File: config.mk
export PLATFORM = sky130hd
export DESIGN_NAME = hamming_ecc_reader
export DESIGN_NICKNAME = d
export VERILOG_FILES = /design/src/rtl/hamming_ecc_reader.sv
export SDC_FILE = /design/constraint.sdc
export NUM_CORES = 1
export LEC_CHECK = 0
export ABC_AREA = 0
export CAP_MARGIN = 15
export CORE_MARGIN = 2
export CORE_UTILIZATION = 35
export CTS_BUF_LIST = sky130_fd_sc_hd__clkbuf_8
export DETAILED_ROUTE_END_ITERATION = 8
export PLACE_DENSITY = 0.61
export SETUP_SLACK_MARGIN = 0.2
export SKIP_CTS_REPAIR_TIMING = 1
export SLEW_MARGIN = 20
export SYNTH_ARGS = -nofsm -noshare
export SYNTH_HDL_FRONTEND = slang
export SYNTH_SLANG_ARGS = --single-unit
File: constraint.sdc
create_clock -name clk_i -period 4 [get_ports clk_i]
set_input_delay 1.2 -clock clk_i [delete_from_list [all_inputs] [get_ports clk_i]]
set_output_delay 1.2 -clock clk_i [all_outputs]
set_load 0.01 [all_outputs]
File: src/rtl/hamming_ecc_reader.sv
`timescale 1ns/1ps
// hamming_ecc_reader: single-outstanding read port over a Hamming(12,8)
// protected memory. Each read is checked, single-bit errors are corrected
// and scrubbed back to memory, and uncorrectable syndromes are flagged.
module hamming_ecc_reader #(
  parameter int unsigned ADDR_W = 4
) (
  input  logic              clk_i,
  input  logic              rst_i,
  input  logic              req_valid_i,
  output logic              req_ready_o,
  input  logic [ADDR_W-1:0] req_addr_i,
  output logic              mem_rd_en_o,
  output logic              mem_wr_en_o,
  output logic [ADDR_W-1:0] mem_addr_o,
  output logic [11:0]       mem_wdata_o,
  input  logic [11:0]       mem_rdata_i,
  output logic              rsp_valid_o,
  input  logic              rsp_ready_i,
  output logic [7:0]        rsp_data_o,
  output logic              rsp_corr_o,
  output logic              rsp_bad_o,
  output logic [7:0]        err_count_o
);

  typedef enum logic [2:0] {
    IDLE,
    READ,
    CHECK,
    SCRUB,
    RESP
  } state_e;

  state_e              state_q, state_d;
  logic                ready_q, ready_d;
  logic [ADDR_W-1:0]   addr_q, addr_d;
  logic [11:0]         code_q, code_d;
  logic [7:0]          data_q, data_d;
  logic                corr_q, corr_d;
  logic                bad_q, bad_d;
  logic [7:0]          cnt_q, cnt_d;

  logic [3:0]          syn;
  logic [11:0]         flip;
  logic [11:0]         fixed;

  // Data bits sit at code bits 2,4,5,6,8,9,10,11 with data[7] at bit 2.
  function automatic logic [7:0] extract(input logic [11:0] c);
    return {c[2], c[4], c[5], c[6], c[8], c[9], c[10], c[11]};
  endfunction

  // Syndrome of the word returned by memory; each mask selects the code
  // bits whose 1-based position has the corresponding weight bit set.
  always_comb begin
    syn[0] = ^(mem_rdata_i & 12'h555);
    syn[1] = ^(mem_rdata_i & 12'h666);
    syn[2] = ^(mem_rdata_i & 12'h878);
    syn[3] = ^(mem_rdata_i & 12'hF80);
    flip   = 12'd1 << (syn - 4'd1);
    fixed  = mem_rdata_i ^ flip;
  end

  // Next-state and datapath update for the read/check/scrub/respond sequence.
  always_comb begin
    state_d = state_q;
    addr_d  = addr_q;
    code_d  = code_q;
    data_d  = data_q;
    corr_d  = corr_q;
    bad_d   = bad_q;
    cnt_d   = cnt_q;
    unique case (state_q)
      IDLE: begin
        if (req_valid_i && ready_q) begin
          addr_d  = req_addr_i;
          state_d = READ;
        end
      end
      READ: state_d = CHECK;
      CHECK: begin
        if (syn == 4'd0) begin
          code_d  = mem_rdata_i;
          data_d  = extract(mem_rdata_i);
          corr_d  = 1'b0;
          bad_d   = 1'b0;
          state_d = RESP;
        end else if (syn <= 4'd12) begin
          code_d  = fixed;
          data_d  = extract(fixed);
          corr_d  = 1'b1;
          bad_d   = 1'b0;
          state_d = SCRUB;
          if (cnt_q != 8'hFF) cnt_d = cnt_q + 8'd1;
        end else begin
          code_d  = mem_rdata_i;
          data_d  = extract(mem_rdata_i);
          corr_d  = 1'b0;
          bad_d   = 1'b1;
          state_d = RESP;
        end
      end
      SCRUB: state_d = RESP;
      RESP: begin
        if (rsp_ready_i) state_d = IDLE;
      end
      default: state_d = IDLE;
    endcase
    // Ready is registered so it stays low while reset is held and rises on
    // the first edge after release, yet still tracks the IDLE state exactly.
    ready_d = (state_d == IDLE);
  end

  // State and datapath registers, cleared asynchronously by reset.
  always_ff @(posedge clk_i or posedge rst_i) begin
    if (rst_i) begin
      state_q <= IDLE;
      ready_q <= 1'b0;
      addr_q  <= '0;
      code_q  <= '0;
      data_q  <= '0;
      corr_q  <= 1'b0;
      bad_q   <= 1'b0;
      cnt_q   <= '0;
    end else begin
      state_q <= state_d;
      ready_q <= ready_d;
      addr_q  <= addr_d;
      code_q  <= code_d;
      data_q  <= data_d;
      corr_q  <= corr_d;
      bad_q   <= bad_d;
      cnt_q   <= cnt_d;
    end
  end

  assign req_ready_o = ready_q;
  assign mem_rd_en_o = (state_q == READ);
  assign mem_wr_en_o = (state_q == SCRUB);
  assign mem_addr_o  = addr_q;
  assign mem_wdata_o = code_q;
  assign rsp_valid_o = (state_q == RESP);
  assign rsp_data_o  = data_q;
  assign rsp_corr_o  = corr_q;
  assign rsp_bad_o   = bad_q;
  assign err_count_o = cnt_q;

endmodule

---- Word level (Yosys, flattened, before mapping) ----
Index checks and enable logic that the tools add are counted.
storage, ports and cells
  register bits ........................... 38
  output and inout port bits .............. 38
  word-level logic and storage cells ...... 42
operators by class
  $add $sub $neg .......................... 2
  order comparisons ....................... 1
  equal/unequal tests ..................... 5
  shift operators ......................... 1
  multiplexer cells ....................... 13
  bitwise operators ....................... 2
  reduce and logical (&&, ||, !) cells .... 10
operators with widths
  cell                                               number
  parity 12 bit                                      4
  2-to-1 mux 12 bit                                  2
  2-to-1 mux 8 bit                                   2
  case mux 3 bit (5 select lines)                    1
  2-to-1 mux 3 bit                                   4
  << shifter 1 x 4 -> 12 bit (first input constant)  1
  XOR 12 bit                                         1
  adder 8 x 1 -> 8 bit (second input constant)       1
  inequality test 8 bit (second input constant)      1
  == test 3 x 2 -> 1 bit (second input constant)     2
  zero test 3 bit                                    2
  <= comparator 4 bit (second input constant)        1
  zero test 4 bit                                    1
  2-to-1 mux 1 bit                                   4
  AND reduction 4 bit                                1
  subtractor 4 x 1 -> 4 bit (second input constant)  1
  == test 3 x 1 -> 1 bit (second input constant)     1
  == test 3 bit (second input constant)              1
  AND reduction 2 bit                                1
  logical AND 1 bit                                  1
  NOT 1 bit                                          1

---- Depth between registers and ports, before layout ----
  depth in word-level cells ............... 6
  gate-level depth with buffers ........... 8
  mapped depth without buffers ............ 6

---- Worst setup path before layout ----
OpenSTA, ideal clock, no wires.
  kind .................................... input -> register
  start point ............................. input port mem_rdata_i[5]
  end point ............................... register cnt_q[1] (netlist: err_count_o[1])
  setup time .............................. 125 ps
  data arrival time ....................... 2865 ps
  required time ........................... 3875 ps
  slack ................................... 1010 ps
  stages .................................. 7
  path through ............................ xnor2_2 > xor3_1 > buf_2 > o211ai_2 > or3b_1 > buf_2 > mux2_2
on the way
  longest elaborated chain between the ends .. 4
  elaborated cells on any way between the ends .. 6
  those cells by class .................... order compare: 1; bitwise: 1; reduce/logical: 4
ends and longest elaborated chain
  what                                                                         line  text
  start, declared                                                              17    input logic [11:0] mem_rdata_i,
  parallel branches: the longest is 3 deep, another holds <= comparator 4 bit  n/a
  AND reduction 4 bit (no line) *                                              n/a
  end signal, assigned                                                         132   cnt_q <= cnt_d;
  end, declared                                                                41    logic [7:0] cnt_q, cnt_d;
Mark *: on every way between the ends.
A chain may end at the register's enable or synchronous reset.

---- Worst setup path after layout ----
  start point ............................. input port mem_rdata_i[8]
  end point ............................... register cnt_q[7] (netlist: err_count_o[7])
on the way
  longest elaborated chain between the ends .. 4
  elaborated cells on any way between the ends .. 6
  those cells by class .................... order compare: 1; bitwise: 1; reduce/logical: 4
ends and longest elaborated chain
  what
  parallel branches: the longest is 3 deep, another holds <= comparator 4 bit
  AND reduction 4 bit (no line) *
Marks and branches as above.

==> metrics.csv <==
metric,value,unit
full die area,0.005598,mm2
top-area cell type share of the netlist area,0.4277,
endpoint type of the worst setup path,flip-flop,
total negative slack,0,ps
# setup viols final,0,
CP max stage delay,510,ps
Achievable Freq,291.2,MHz
Final Hold Vio Count,0,
period utilisation layout,0.8586,
DRC Markers,0,
PortBufs,57,
Post-Route WL,3731,um
root buffer cell,clkbuf_8,
cell taking the most area after synthesis,dfrtp_1,
post-synth cell types,32,
yosys warns,0,
syn_nets,193,
worst-path cell chain,clkdlybuf4s50_1 -> xnor2_1 -> xnor3_1 -> o211ai_2 -> or3b_1 -> nor3_2 -> xor2_1,
Total Power,1.867,mW
initial antenna violation count,0,
gpl congestion,0.8458,
worst path arrival time,3640,ps
HP Class,flip-flop to flip-flop,
ys flop type,dfrtp_1,
family with the most delay on the worst path,XOR/XNOR gates,
cells after synthesis,172,
VDD IR max,0.3483,mV
post-layout min period,3434,ps
via count,1332,
FILL cells,443,
drt pass-1 iters,4,
maxcap violations,0,
"flops & latches, synth",30,
Rows,25,
Die W,74.82,um
power per cell area,753.4,mW/mm2
max-slew violation count,0,
Register Area,750.7,um2
clock sink total,30,
CTS tree,done,
syn_area_per_cell,10.21,um2
asr flop ratio synth,1.000,
DR WL/cell,12.78,um
vias in the first global route,1296,
largest net degree at the start of global routing,31,
GRT overflow,0,
worst skew pair latency,280,ps
multi-input logic area,912.1,um2
Initial Util,0.3668,
CP startpoint kind,input port,
IO Count,58,
top post-synthesis cells by count,"dfrtp_1, nand2_1, o21ai_0",
register area share after synthesis,0.4277,
hpwl dp,2715,um
Worst Max-Slew Pin Slew,921.2,ps
H-tree depth,2,
Netlist Area Pre-Place,0.001755,mm2
most frequent cell after synthesis,dfrtp_1,
number of buffers created by CTS,5,
Final nets,245,
Critical Path RT,4210,ps
core area,0.004786,mm2
First DRT Iteration DRCs,47,
static leakage,1.041,nW
gr usage total,0.1455,
Area Overhead vs Synth,41.20,%
FF-to-FF setup slack,1830,ps
CTS clock-pin slew for the worst setup and hold paths,70,ps
via density per instance,4.562,
CP bufs+invs,1,
Clock Tree Buf Depth,2,
number of synthesized flops with an enable pin,0,
leading post-synthesis cells by cell area,"dfrtp_1, xor2_1, nand2_1",
status,"finished, final reports clean",
Worst path slowest cell,clkdlybuf4s50_1,
antenna-violating nets left,0,
layout cells sized above 1,0.08889,
crit path max fanout,7,
skew final,5.233,ps
RSZ-0062 raised after global routing,false,
die height,74.82,um
Setup CP Type,input port to flip-flop,
first-pass GRT wire length,6092,um
ANT cells,0,
Slew HR,0.3859,
worst reg2reg max path, stage by stage, from the launching register on:
cell and delay, ps:
dfrtp_1 430, nand2b_1 210, nand2b_1 590, or3_1 550, mux2_2 280
power by group:
| group | switching, mW | leakage (nW) | internal (mW) | total [mW] |
|---|---|---|---|---|
| sequential | 0.119 | 0.360 | 0.454 | 0.573 |
| clock | 0.120 | 0.0714 | 0.266 | 0.385 |
| combinational | 0.406 | 0.609 | 0.504 | 0.909 |
| total | 0.644 | 1.04 | 1.22 | 1.87 |
layout make-up:
cell class	instances	share of cell area
clock inverters	2	0.02423
well taps	67	0.03382
clock buffers	6	0.03332
multi-input cells	126	0.3680
inverters	3	0.004543
repair buffers	58	0.2332
flip-flops and latches	30	0.3029
registers in the layout (all words and copies together) (netlist names):
signal,cells
mem_wdata_o,11
err_count_o,8
mem_addr_o,4
state_q,3
req_ready_o,1
rsp_bad_o,1
rsp_corr_o,1
rsp_data_o,1
kinds of logic after synthesis:
family                     share of synthesized area
AOI/OAI and AO/OA                            0.06272
buffers and inverters                        0.05274
xor gates and xnor gates                      0.2316
muxes                                        0.04419
and+or+nand+nor                               0.1739
adders and majority gates                   0.007126
DFF                                           0.4277
worst paths after layout:
path | from | end | cells after the start
worst min register to register | rsp_corr_o | rsp_corr_o | 2
worst max-delay path | mem_rdata_i[8] | err_count_o[7] | 7
worst max register to register | state_q[2] | err_count_o[6] | 4
min in group asynchronous | rst_i | mem_addr_o[3] | 3
worst min-delay path | rsp_corr_o | rsp_corr_o | 2
max in group asynchronous | rst_i | mem_wdata_o[0] | 3
layer usage:
metal | part of all wire | routed length [um] | track usage
met5 | 0 | 0 | 0
met4 | 0.019 | 72 | 0.07540
met3 | 0.032 | 120 | 0.03079
met2 | 0.44 | 1654 | 0.2057
met1 | 0.50 | 1883 | 0.2095
cell usage in the layout (no fill, tap or decap), drive strengths merged:
| cell | netlist | layout |
|---|---|---|
| nor3 | 5 | 5 |
| nand3b | 1 | 1 |
| xor2 | 15 | 15 |
| or3b | 1 | 1 |
| nor4 | 1 | 1 |
| nand2 | 26 | 26 |
| nor2 | 12 | 12 |
| and2 | 1 | 1 |
| nand3 | 7 | 7 |
| buf | 10 | 1 |
| mux2 | 6 | 6 |
| dfrtp | 30 | 30 |
| ha | 1 | 1 |
| inv | 3 | 3 |
| or3 | 1 | 1 |
| a21oi | 1 | 1 |
| o21ai | 17 | 17 |
| o211ai | 1 | 1 |
| mux2i | 1 | 1 |
| clkbuf | 3 | 6 |
| xnor3 | 3 | 3 |
| nand2b | 5 | 5 |
| clkdlybuf4s50 | 0 | 57 |
| xnor2 | 11 | 11 |
| o21bai | 1 | 1 |
| xor3 | 4 | 4 |
| nand4 | 4 | 4 |
| and3 | 1 | 1 |
| bufinv | 0 | 2 |
stage by stage:
stage               utilization  worst slack [ps]  cells  cell area [um2]  hold slack [ps]
detailed placement       0.4881             267.6    284             2336            470.9
global placement         0.4881             301.5    284             2336            463.8
global route             0.5179             432.3    292             2479            518.6
CTS                      0.5179             553.9    292             2479            487.4
floorplan                     -              1010    172             1755            514.2
finish                   0.5179             565.6    292             2479            478.4
No activity file was read; power rests on OpenSTA's default activity.
